File: config.mk
export PLATFORM = sky130hd
export DESIGN_NAME = pwm_multi_gen
export DESIGN_NICKNAME = d
export VERILOG_FILES = /design/src/rtl/pwm_multi_gen.sv
export SDC_FILE = /design/constraint.sdc
export NUM_CORES = 1
export LEC_CHECK = 0
export CORE_ASPECT_RATIO = 1.5
export CORE_MARGIN = 4
export CORE_UTILIZATION = 50
export CTS_BUF_LIST = sky130_fd_sc_hd__clkbuf_8
export DETAILED_ROUTE_END_ITERATION = 6
export GPL_TIMING_DRIVEN = 0
export PLACE_DENSITY = 0.77
export SLEW_MARGIN = 20
export SYNTH_ARGS = -nofsm -noshare
export SYNTH_HDL_FRONTEND = slang
export SYNTH_SLANG_ARGS = --single-unit
export TNS_END_PERCENT = 100
File: constraint.sdc
create_clock -name clk -period 6.7 [get_ports clk]
set_clock_uncertainty 0.15 [all_clocks]
set_input_delay 1.005 -clock clk [delete_from_list [all_inputs] [get_ports clk]]
set_output_delay 1.005 -clock clk [all_outputs]
set_load 0.01 [all_outputs]
File: src/rtl/pwm_multi_gen.sv
// Multi-channel PWM: one shared edge/center-aligned counter, per-channel shadow duty compares.
// Latency: en to first period_start is one cycle; duty/mode changes apply at the next period start.
// Backpressure: none; free-running output generator, en low stops it within one cycle.
module pwm_multi_gen #(
    parameter int N_BITS = 8,
    parameter int N_CH   = 4
) (
    input  logic                     clk,
    input  logic                     rst,
    input  logic                     en,
    input  logic                     mode,
    input  logic [N_CH*N_BITS-1:0]   duty,
    output logic [N_CH-1:0]          pwm_out,
    output logic                     period_start,
    output logic [N_BITS-1:0]        cnt
);

    localparam logic [N_BITS-1:0] MAX = '1;
    localparam logic [N_BITS-1:0] ONE = N_BITS'(1);

    typedef enum logic {
        ST_IDLE,
        ST_RUN
    } state_t;

    state_t            state, state_nxt;
    logic [N_BITS-1:0] cnt_q, cnt_nxt;
    logic              dir_dn, dir_dn_nxt;
    logic              mode_act;
    logic              reload;
    logic [N_BITS-1:0] duty_act [N_CH];

    always_ff @(posedge clk) begin
        if (!rst) begin
            state    <= ST_IDLE;
            cnt_q    <= '0;
            dir_dn   <= 1'b0;
            mode_act <= 1'b0;
            for (int k = 0; k < N_CH; k++) begin
                duty_act[k] <= '0;
            end
        end else begin
            state  <= state_nxt;
            cnt_q  <= cnt_nxt;
            dir_dn <= dir_dn_nxt;
            if (reload) begin
                mode_act <= mode;
                for (int k = 0; k < N_CH; k++) begin
                    duty_act[k] <= duty[k*N_BITS +: N_BITS];
                end
            end
        end
    end

    // reload fires on every edge whose successor cycle starts a new period
    always_comb begin
        state_nxt  = state;
        cnt_nxt    = cnt_q;
        dir_dn_nxt = dir_dn;
        reload     = 1'b0;
        case (state)
            ST_IDLE: begin
                cnt_nxt    = '0;
                dir_dn_nxt = 1'b0;
                reload     = 1'b1;
                state_nxt  = en ? ST_RUN : ST_IDLE;
            end
            ST_RUN: begin
                if (!en) begin
                    state_nxt  = ST_IDLE;
                    cnt_nxt    = '0;
                    dir_dn_nxt = 1'b0;
                end else if (!mode_act) begin
                    cnt_nxt = cnt_q + ONE;
                    reload  = (cnt_q == MAX);
                end else if (!dir_dn) begin
                    if (cnt_q == MAX) begin
                        dir_dn_nxt = 1'b1;
                        cnt_nxt    = cnt_q - ONE;
                    end else begin
                        cnt_nxt = cnt_q + ONE;
                    end
                end else if (cnt_q == '0) begin
                    // only reachable defensively; the down slope reloads at cnt==1
                    dir_dn_nxt = 1'b0;
                    cnt_nxt    = cnt_q + ONE;
                end else begin
                    cnt_nxt = cnt_q - ONE;
                    reload  = (cnt_q == ONE);
                end
                if (reload) begin
                    dir_dn_nxt = 1'b0;
                end
            end
            default: state_nxt = ST_IDLE;
        endcase
    end

    always_comb begin
        pwm_out = '0;
        for (int k = 0; k < N_CH; k++) begin
            pwm_out[k] = (state == ST_RUN) && (cnt_q < duty_act[k]);
        end
    end

    assign period_start = (state == ST_RUN) && (cnt_q == '0);
    assign cnt          = cnt_q;

endmodule

==> Word level (Yosys, flattened, before mapping) <==
Memories as Yosys holds them, arrays and structs flattened.
Index checks and enable logic that the tools add are counted.
{ "op_classes": {"add_sub_neg": 2, "n_lt_le_gt_ge": 4, "eq_ne": 3, "n_mux": 28, "n_reduce_logical": 6, "bitwise_logic": 5} }
{ "ops": {"columns": ["operator", "n"], "rows": [
  ["two-way mux 8 bit", 9],
  ["< comparator 8 bit", 4],
  ["two-way mux 1 bit", 16],
  ["case mux 8 bit (2 select lines)", 1],
  ["adder 8 x 1 -> 8 bit, second input constant", 1],
  ["equality test 8 x 1 -> 1 bit, second input constant", 1],
  ["equality test 8 bit, second input constant", 1],
  ["zero test 8 bit", 1],
  ["subtractor 8 x 1 -> 8 bit, second input constant", 1],
  ["logical AND 1 bit", 5],
  ["!= test 4 x 2 -> 1 bit, second input constant", 1],
  ["OR 1 bit", 4],
  ["case mux 1 bit (2 select lines)", 2],
  ["inverter 1 bit", 1]
]} }
{ "word_totals": {"ramBits": 32, "output_inout_bits": 13, "n_memories": 1, "elab_cells": 53, "input_bits": 36, "reg_bits": 11} }
{ "memory_table": {"columns": ["memory", "words", "word_bits", "read_ports", "rd_ports_with_merged_regs", "write_ports", "line", "rtl"], "rows": [
  ["duty_act", 4, 8, 4, 0, 4, "31", "logic [N_BITS-1:0] duty_act [N_CH];"]
]} }

==> Logic depth before layout (Yosys ltp) <==
Gate-level depths: netlist of the first run.
{ "logic_depth": {"word_depth": 11, "mapped_depth": 9, "depth_no_buf": 7} }

==> Worst setup path before layout of the first run <==
Ideal clock, no wire load.
{ "synth_timing": {"kind": "flip-flop to flip-flop", "start": "reg cnt_q[5] (netlist: cnt[5])", "end": "mem duty_act[0][0], enable pin", "t_arrival_ns": 2.466, "path_stages_with_launch": 6, "setup_slack_ns": 3.695, "path_cell_list": "dfxtp_1 buf_2 or4_1 or4_1 o311a_2 nand2_1"} }
{ "synth_rtl": {"columns": ["item", "line", "rtl"], "rows": [
  ["from (decl)", "27", "logic [N_BITS-1:0] cnt_q, cnt_nxt;"],
  ["from (signal assigned)", "44", "cnt_q <= cnt_nxt;"],
  ["to (decl)", "31", null]
]} }

==> Worst setup path after layout of the first run <==
{ "layout_timing": {"start": "reg cnt_q[1] (netlist: cnt[1])", "end": "out pwm_out[2]"} }
{ "layout_between": {"elab_chain_cells": 2} }
{ "layout_rtl": {"columns": ["item", "line", "rtl"], "rows": [
  ["< comparator 8 bit", "102", "pwm_out[k] = (state == ST_RUN) && (cnt_q < duty_act[k]);"],
  ["logical AND 1 bit", "102", null],
  ["to (decl)", "13", "output logic [N_CH-1:0] pwm_out,"]
]} }
No other way between the ends.

==> results.cfg, run 1 <==
[status]
status = finished, final reports clean

[global_route]
grt_busiest_layer = met2
track_usage_pct = 18.1
grt_first_pass_wirelength_mm = 9.26
antenna_found_initial = 0
grt_overflow = 0
met3_usage_pct = 2.88
grt.met2_usage_pct = 33.1
grt_max_degree = 33
met1_usage_pct = 20.5
grt_pass1_vias = 2112

[power_and_ir_drop]
peakVddDrop_uv = 131
clockPowerShare_pct = 28.6
p_int_uw = 415
p_comb_share_pct = 13.8
p_sw_uw = 118
p_leak_nw = 1.44
powerDensity_mw_per_mm2 = 159
seqPwrFrac_pct = 57.6
p_sw_share_pct = 22.1

[floorplanning]
die_w_um = 67.9
dieArea_mm2 = 0.00665
initial_utilization_pct = 51.8
die_h_um = 97.9
rows = 32
core_mm2 = 0.00520
pin_count = 49

[yosys]
synth_most_common_cell = inv_1
ys_async_sr_fraction_pct = 0
synth_seq_cells = 43
synth-seq-area-share_pct = 43.8
synth-edff-count = 32
synth_top_area_share_pct = 35.7
ys_types = 39
ys.flop_type = edfxtp_1
netlist_top_cells_count = inv_1, and2_1, edfxtp_1, ha_1, nand3_1
synth_area_leaders = edfxtp_1, ha_1, dfxtp_1
syn_nets = 338
synth_warnings = 0
syn_avg_cell_area_um2 = 9.98
syn_area_mm2 = 0.00270
synth_cells = 270
yosysTopAreaCell = edfxtp_1

[critical_path]
cpPeakStageDelay_ps = 650
critPathBufInv = 1
crit_cells = 6
reg2reg_to = duty_act[2][5]
start_kind = register
cp-startpoint = cnt[1]
critPathTopFamily = flip-flops
setup.worst_path.end = pwm_out[2]
worst_ep_arrival_time_ps = 2480
required_ps = 5540
crit_path_end_kind = output pin
crit_slowest_cell = dfxtp_1
crit_chain = ha_1 > a21o_1 > a21oi_1 > o21ai_0 > a31oi_1 > clkdlybuf4s50_1
crit_path_max_fanout = 12
reg2reg_from = cnt[0]
reg2reg_slack_ps = 3550
reg2reg_depth = 7
crit_type = reg -> out

[cts]
cts-root-buf = clkbuf_8
clock_path_buffers = 2
cts_tree = built
cts_hold_buf = 0
clk_latency_ps = 290
h-tree-depth = 2
cts-resized-gates = 0
clk_pin_slew_worst_paths_ps = 80
postCtsSetupBuffers = 0
cts_buffers = 5
cts_sinks = 43

[place]
io_buffers = 48
placed_cell_area_mm2 = 0.00326
dp_hpwl_mm = 4.21
dp_slack_ps = 3330
gp_congestion = 0.842

[flow_run]
cap_violations = 0

[detailed_routing]
postRouteAntennaNets = 0
post_drt_wl_per_cell_um = 14.0
via_count = 2111
wl_mm = 5.53
drc = 0
via_per_inst = 5.36
drt_iter0_markers = 96
drt-pass1-iter-count = 4

[min_path]
hold_path_class = reg -> reg
min-delay-start = mode_act

[sta]
clock.fmax_ghz = 0.275
setup_ws_ps = 3070
setup_tns_ps = 0
hold_viol_final = 0
setup_viol = 0
grt_setup_unrepaired = no
fin_crit_ps = 3630
finalCritPeriodShare_pct = 54.2
final_max_slew_viol_count = 0
tightest_slew_ps = 723
hold_slack_ps = 435
slew_headroom_pct = 51.6

[layout]
diodes = 0
nets = 393
areaGrowthSynthToFinish_pct = 24.0
final_cell_area_mm2 = 0.00334
drive_gt1_share_pct = 5.21
[sequential cells by signal, summed over array words and instances (netlist names)]
| signal | count |
|---|---|
| duty_act | 32 |
| cnt | 8 |
| dir_dn | 1 |
| mode_act | 1 |
| state | 1 |
[per-stage QoR]
stage | total power, mW | instances | util [%]
floorplan | 0.352 | 270 | -
global placement | 0.385 | 386 | 62.6
detailed placement | 0.388 | 386 | 62.7
CTS | 0.536 | 394 | 64.2
global route | 0.556 | 394 | 64.2
finish | 0.533 | 394 | 64.2
[power by group through the flow]
stage          sequential (mW)  combinational (mW)  clock, mW
2_1_floorplan            0.312              0.0395          0
3_3_place_gp             0.313              0.0714          0
3_5_place_dp             0.313              0.0743          0
4_1_cts                  0.307              0.0749      0.154
5_1_grt                  0.309              0.0832      0.164
6_report                 0.307              0.0734      0.152
[metal layers]
layer | vias to the layer above | routed length, um
li1 | 1058 | -
met1 | 994 | 2200
met2 | 53 | 3030
met3 | 6 | 222
met4 | 0 | 77
met5 | - | 0
[worst reg2reg max path, cell delays in order (launching register included)]
cell,delay [ps]
dfxtp_1,440
clkbuf_1,420
inv_1,130
ha_1,290
nand3b_1,170
or4_1,420
o311a_2,200
nand2_2,550
[worst min path at each step]
stage | to | slack (ps) | cells after the start
2_1_floorplan | mode_act | 350 | 2
3_3_place_gp | mode_act | 410 | 2
3_5_place_dp | mode_act | 420 | 2
4_1_cts | mode_act | 430 | 2
5_1_grt | dir_dn | 450 | 2
6_report | mode_act | 430 | 2
[placed cells by master (no fill, tap or decap), drive strengths merged, types with 2 or more instances in the layout]
cell and n:
clkdlybuf4s50 48, inv 37, and2 34, ha 32
edfxtp 32, nand3 12, a21oi 11, o21ai 11
dfxtp 11, nand2 11, a31oi 9, clkbuf 9
a21o 8, nor2 7, and3 7, nor3 6
nand3b 5, buf 5, nand2b 4, nor3b 3
or4 2, nand4 2, xnor2 2, clkinv 2
nor4 2, nor2b 2
[kinds of logic (layout without fill, tap and decap cells)]
| logic type | after synthesis | after routing | share of synthesized area [%] |
|---|---|---|---|
| adder cells (fa/ha/maj) | 32 | 32 | 14.9 |
| buffers and inverters | 45 | 101 | 7.43 |
| AND/OR/NAND/NOR | 101 | 101 | 22.1 |
| flip-flops | 43 | 43 | 43.8 |
| XOR/XNOR | 2 | 2 | 0.650 |
| AO/OA/AOI/OAI | 46 | 46 | 10.7 |
| multiplexers | 1 | 1 | 0.371 |
[layout make-up]
| type | instances | area, um2 |
|---|---|---|
| inverters | 36 | 135 |
| clock buffers | 5 | 68.8 |
| plain buffers | 9 | 65.1 |
| fillers | 437 | 1860 |
| well taps | 68 | 85.1 |
| flip-flops and latches | 43 | 1180 |
| repair buffers | 48 | 480 |
| clock inverters | 3 | 11.3 |
| multi-input cells | 182 | 1320 |
No activity file was read; power rests on OpenSTA's default activity.
==> run 2: changes to the inputs <==
- CORE_UTILIZATION: 50 -> 49
- PLACE_DENSITY: 0.77 -> 0.78
- clock period: 6.7 -> 3.15 ns (I/O delays scaled with it)
==> run 2 against run 1 <==
Largest power group unchanged. Cell area increased by 0.22%. Die area increased by 1.8%. Count of clock-buffer cells in the layout unchanged. Routed wire length decreased by 4.2%. Sequential power increased by 110%. Clock power increased by 120%. Total power increased by 110%. Via count decreased by 1.3%. Register-to-register slack got worse by 3200 ps. Critical path depth unchanged. Sequential cell count unchanged. Utilization decreased by 0.35 points.
==> results.cfg, run 2 (synthesis gave the netlist of run 1 again) <==
[critical_path]
crit_type = reg -> out
crit_chain = ha_1 > a21o_1 > a31oi_1 > o21ai_0 > a31oi_1 > clkdlybuf4s50_1
start_kind = register
crit_slowest_cell = clkdlybuf4s50_1
crit_path_max_fanout = 6
cp_common_cell = a31oi_1
cpPeakStageDelay_ps = 580
worst_ep_arrival_time_ps = 2320
crit_path_end_kind = output pin
required_ps = 2530

[layout]
fill_cells = 445
layout_commonest_cell = clkdlybuf4s50_1
diodes = 0
areaGrowthSynthToFinish_pct = 24.3
drive_gt1_share_pct = 6.15
final_cell_area_mm2 = 0.00335
top_register = duty_act
multiInputGateArea_mm2 = 0.00132
largest_register_ffs = 32
regArea_mm2 = 0.00118
final_cell_mix = clkdlybuf4s50_1, inv_1, and2_1
nets = 392

[detailed_routing]
via_per_inst = 5.30
wl_mm = 5.30
drt_iter0_markers = 141
postRouteAntennaNets = 0
drt-pass1-iter-count = 4
drc = 0
via_count = 2084
post_drt_wl_per_cell_um = 13.5

[floorplanning]
dieArea_mm2 = 0.00678
initial_utilization_pct = 51.4
core_mm2 = 0.00525
rows = 32
pin_count = 49
die_w_um = 68.6
die_h_um = 98.8

[cts]
h-tree-depth = 2
cts_sinks = 43
cts_buffers = 5
postCtsSetupBuffers = 0
cts-root-buf = clkbuf_8
cts_tree = built
clock_path_buffers = 2
clk_pin_slew_worst_paths_ps = 80
clk_latency_ps = 290

[flow_run]
cap_violations = 0

[sta]
tightest_slew_ps = 481
final_max_slew_viol_count = 0
hold_viol_final = 0
clock.fmax_ghz = 0.340
fin_crit_ps = 2940
slew_headroom_pct = 67.9
grt_setup_unrepaired = no
setup_tns_ps = 0
setup_ws_ps = 210
hold_slack_ps = 430
finalCritPeriodShare_pct = 93.3
setup_viol = 0

[power_and_ir_drop]
p_sw_share_pct = 22.5
clockPowerShare_pct = 29.2
powerDensity_mw_per_mm2 = 341
peakVddDrop_uv = 280
p_leak_nw = 1.45
p_sw_uw = 257
seqPwrFrac_pct = 57.3
p_comb_share_pct = 13.5
p_int_uw = 886
power.total_mw = 1.14

[global_route]
grt_first_pass_wirelength_mm = 8.84
antenna_found_initial = 0
grt_overflow = 0
track_usage_pct = 17.3
grt_max_degree = 33
grt_pass1_vias = 2053

[place]
placed_cell_area_mm2 = 0.00326
gp_congestion = 0.838
dp_slack_ps = 9.06
dp_hpwl_mm = 4.09
io_buffers = 48

[min_path]
hold_path_class = reg -> reg

[status]
status = finished, final reports clean
[run 2: cell type report]
cell class | count | area share, %
Timing Repair Buffer | 48 | 14.3
Buffer | 8 | 1.83
Clock buffer | 5 | 2.05
Sequential cell | 43 | 35.3
Inverter | 36 | 4.03
Multi-Input combinational cell | 182 | 39.4
Tap cell | 68 | 2.54
Clock inverter | 3 | 0.485
[run 2: timing repair]
action                     4_1_cts  5_1_grt
hold buffers                     0        0
resized for setup                1        1
setup endpoints to repair       32        4
[run 2: final timing paths]
path | endpoint | slack [ps] | from | depth (start not counted)
setup / recovery | pwm_out[1] | 210 | cnt[5] | 6
hold / removal | mode_act | 430 | mode_act | 2
hold reg to reg | mode_act | 430 | mode_act | 2
setup reg to reg | duty_act[1][0] | 350 | cnt[2] | 5
[run 2: power groups by stage]
stage	Combinational (mW)	Clock, mW	Sequential (mW)
floorplan	0.0841	0	0.664
global placement	0.150	0	0.667
detailed placement	0.157	0	0.668
CTS	0.159	0.345	0.655
global route	0.173	0.370	0.659
finish	0.154	0.334	0.655
[run 2: critical path, delay by kind of cell (launching register included)]
| kind | cells | cell delay (ps) |
|---|---|---|
| compound gates | 4 | 630 |
| flops | 1 | 500 |
| buf+inv | 1 | 580 |
| fa+ha+maj | 1 | 320 |
[run 2: per-stage QoR]
stage          instances  utilization [%]
6_report             393             63.9
5_1_grt              393             63.9
4_1_cts              394             63.9
3_5_place_dp         386             62.2
3_3_place_gp         386             62.2
2_1_floorplan        270                -
[run 2: routing by layer]
metal / global-route usage [%] / vias up / wire, um
li1: - / 1060 / -
met1: 20.1 / 958 / 2180
met2: 29.8 / 59 / 2780
met3: 2.62 / 7 / 238
met4: 8.27 / 0 / 106
met5: 0 / - / 0
==> run 3: changes to the inputs <==
- CORE_UTILIZATION: 49 -> 50
- DONT_BUFFER_PORTS: default -> 1
- PLACE_DENSITY: 0.78 -> 0.68
==> run 3 against run 2 <==
Cell area fell by 14%. Final cell count is 12% lower. Sequential share of layout area is 5.9 points higher. Global-route usage down 0.27 points. Total power decreased by 5.5%. Critical path depth down 1. Sequential cell count is the same. Worst setup slack gained 61 ps. Clock power decreased by 4%. Die area shrank 1.8%. Utilization down 8.7 points. Critical path type is now reg -> reg.
==> results.cfg, run 3 (synthesis gave the netlist of run 1 again) <==
[layout]
layout_commonest_cell = inv_1
areaGrowthSynthToFinish_pct = 6.50
instances_no_fill = 346
final_cell_mix = inv_1, and2_1, ha_1, edfxtp_1, nand3_1
drive_gt1_share_pct = 6.83
final_cell_area_mm2 = 0.00287
fin_util_pct = 55.1
top_register = duty_act
diodes = 0
nets = 345
largest_register_ffs = 32

[sta]
grt_setup_unrepaired = no
final_max_slew_viol_count = 0
hold_viol_final = 0
setup_ws_ps = 270
hold_slack_ps = 175
tightest_slew_ps = 598
slew_headroom_pct = 60.0
fin_crit_ps = 2880
finalCritPeriodShare_pct = 91.4
setup_tns_ps = 0
clock.fmax_ghz = 0.347
setup_viol = 0

[floorplanning]
initial_utilization_pct = 51.8
pin_count = 49
die_h_um = 97.9
core_mm2 = 0.00520
rows = 32
dieArea_mm2 = 0.00665
die_w_um = 67.9

[global_route]
grt_first_pass_wirelength_mm = 8.64
met3_usage_pct = 4.14
grt_pass1_vias = 1910
grt_busiest_layer = met2
grt.met2_usage_pct = 29.3
grt_max_degree = 33
grt_overflow = 0
track_usage_pct = 17.0
antenna_found_initial = 0
met1_usage_pct = 20.3

[place]
dp_hpwl_mm = 3.97
dp.cells = 338
io_buffers = 0
gp_congestion = 0.821
dp_slack_ps = -87.6
placed_cell_area_mm2 = 0.00278

[power_and_ir_drop]
p_int_uw = 840
powerDensity_mw_per_mm2 = 376
p_leak_nw = 1.27
p_comb_share_pct = 9.7
peakVddDrop_uv = 326
p_sw_uw = 241
power.total_mw = 1.08
clockPowerShare_pct = 29.8
seqPwrFrac_pct = 60.5
p_sw_share_pct = 22.3

[cts]
clk_pin_slew_worst_paths_ps = 80
cts_hold_buf = 0
clk_latency_ps = 280
clock_path_buffers = 2
postCtsSetupBuffers = 0
cts-root-buf = clkbuf_8
cts_tree = built
cts_buffers = 5
cts_sinks = 43
h-tree-depth = 2

[detailed_routing]
drt_iter0_markers = 133
wl_mm = 5.26
via_count = 1904
post_drt_wl_per_cell_um = 15.2
postRouteAntennaNets = 0
drc = 0
drt-pass1-iter-count = 7
via_per_inst = 5.50

[critical_path]
start_kind = register
crit_type = reg -> reg
worst_ep_arrival_time_ps = 2670
crit_path_end_kind = register
required_ps = 2940
crit_path_max_fanout = 32

[flow_run]
cap_violations = 0

[min_path]
hold_path_class = in -> reg

[status]
status = finished, final reports clean
==> run 3: cell types whose count changed in the layout (fill, tap and decap cells not counted) <==
cell	change
clkbuf_2	+1
inv_1	+1
clkdlybuf4s50_1	-48
dfxtp_1	+1
clkinvlp_4	-1
dfxtp_2	-1
==> run 3: final timing paths <==
kind | depth (start not counted) | slack [ps] | from | to
worst max register to register | 5 | 270 | cnt[2] | duty_act[2][7]
worst max-delay path | 5 | 270 | cnt[2] | duty_act[2][7]
worst min-delay path | 2 | 180 | mode | mode_act
worst min register to register | 2 | 430 | mode_act | mode_act
==> run 3: per-layer routing <==
| layer | vias to the layer above | wire length (um) |
|---|---|---|
| met4 | 0 | 95 |
| li1 | 962 | - |
| met3 | 10 | 300 |
| met2 | 51 | 2750 |
| met1 | 881 | 2120 |
| met5 | - | 0 |
==> run 3: layout make-up <==
type / instances / area, um2
clock inverter: 3 / 12.5
inverter: 36 / 135
sequential: 43 / 1180
clock buffer: 5 / 68.8
tap: 68 / 85.1
buffer: 9 / 66.3
multi-input combinational: 182 / 1320
fill: 483 / 2330
==> run 3: critical path, stage by stage, from the launching register on <==
cell      delay, ps
dfxtp_1         440
clkbuf_1        260
or4_1           550
or4_1           550
o311a_2         210
nand2_4         350
==> run 3: power by group through the flow <==
stage / clock network [mW] / registers [mW] / logic [mW]
after CTS: 0.334 / 0.654 / 0.108
after floorplan: 0 / 0.664 / 0.0841
after detailed placement: 0 / 0.667 / 0.106
final: 0.322 / 0.653 / 0.105
after global routing: 0.364 / 0.656 / 0.122
after global placement: 0 / 0.666 / 0.102
==> run 3: timing repair <==
action	in CTS	in global routing
pin swaps	0	0
endpoints found under the setup margin	32	44
gates resized for setup	1	2
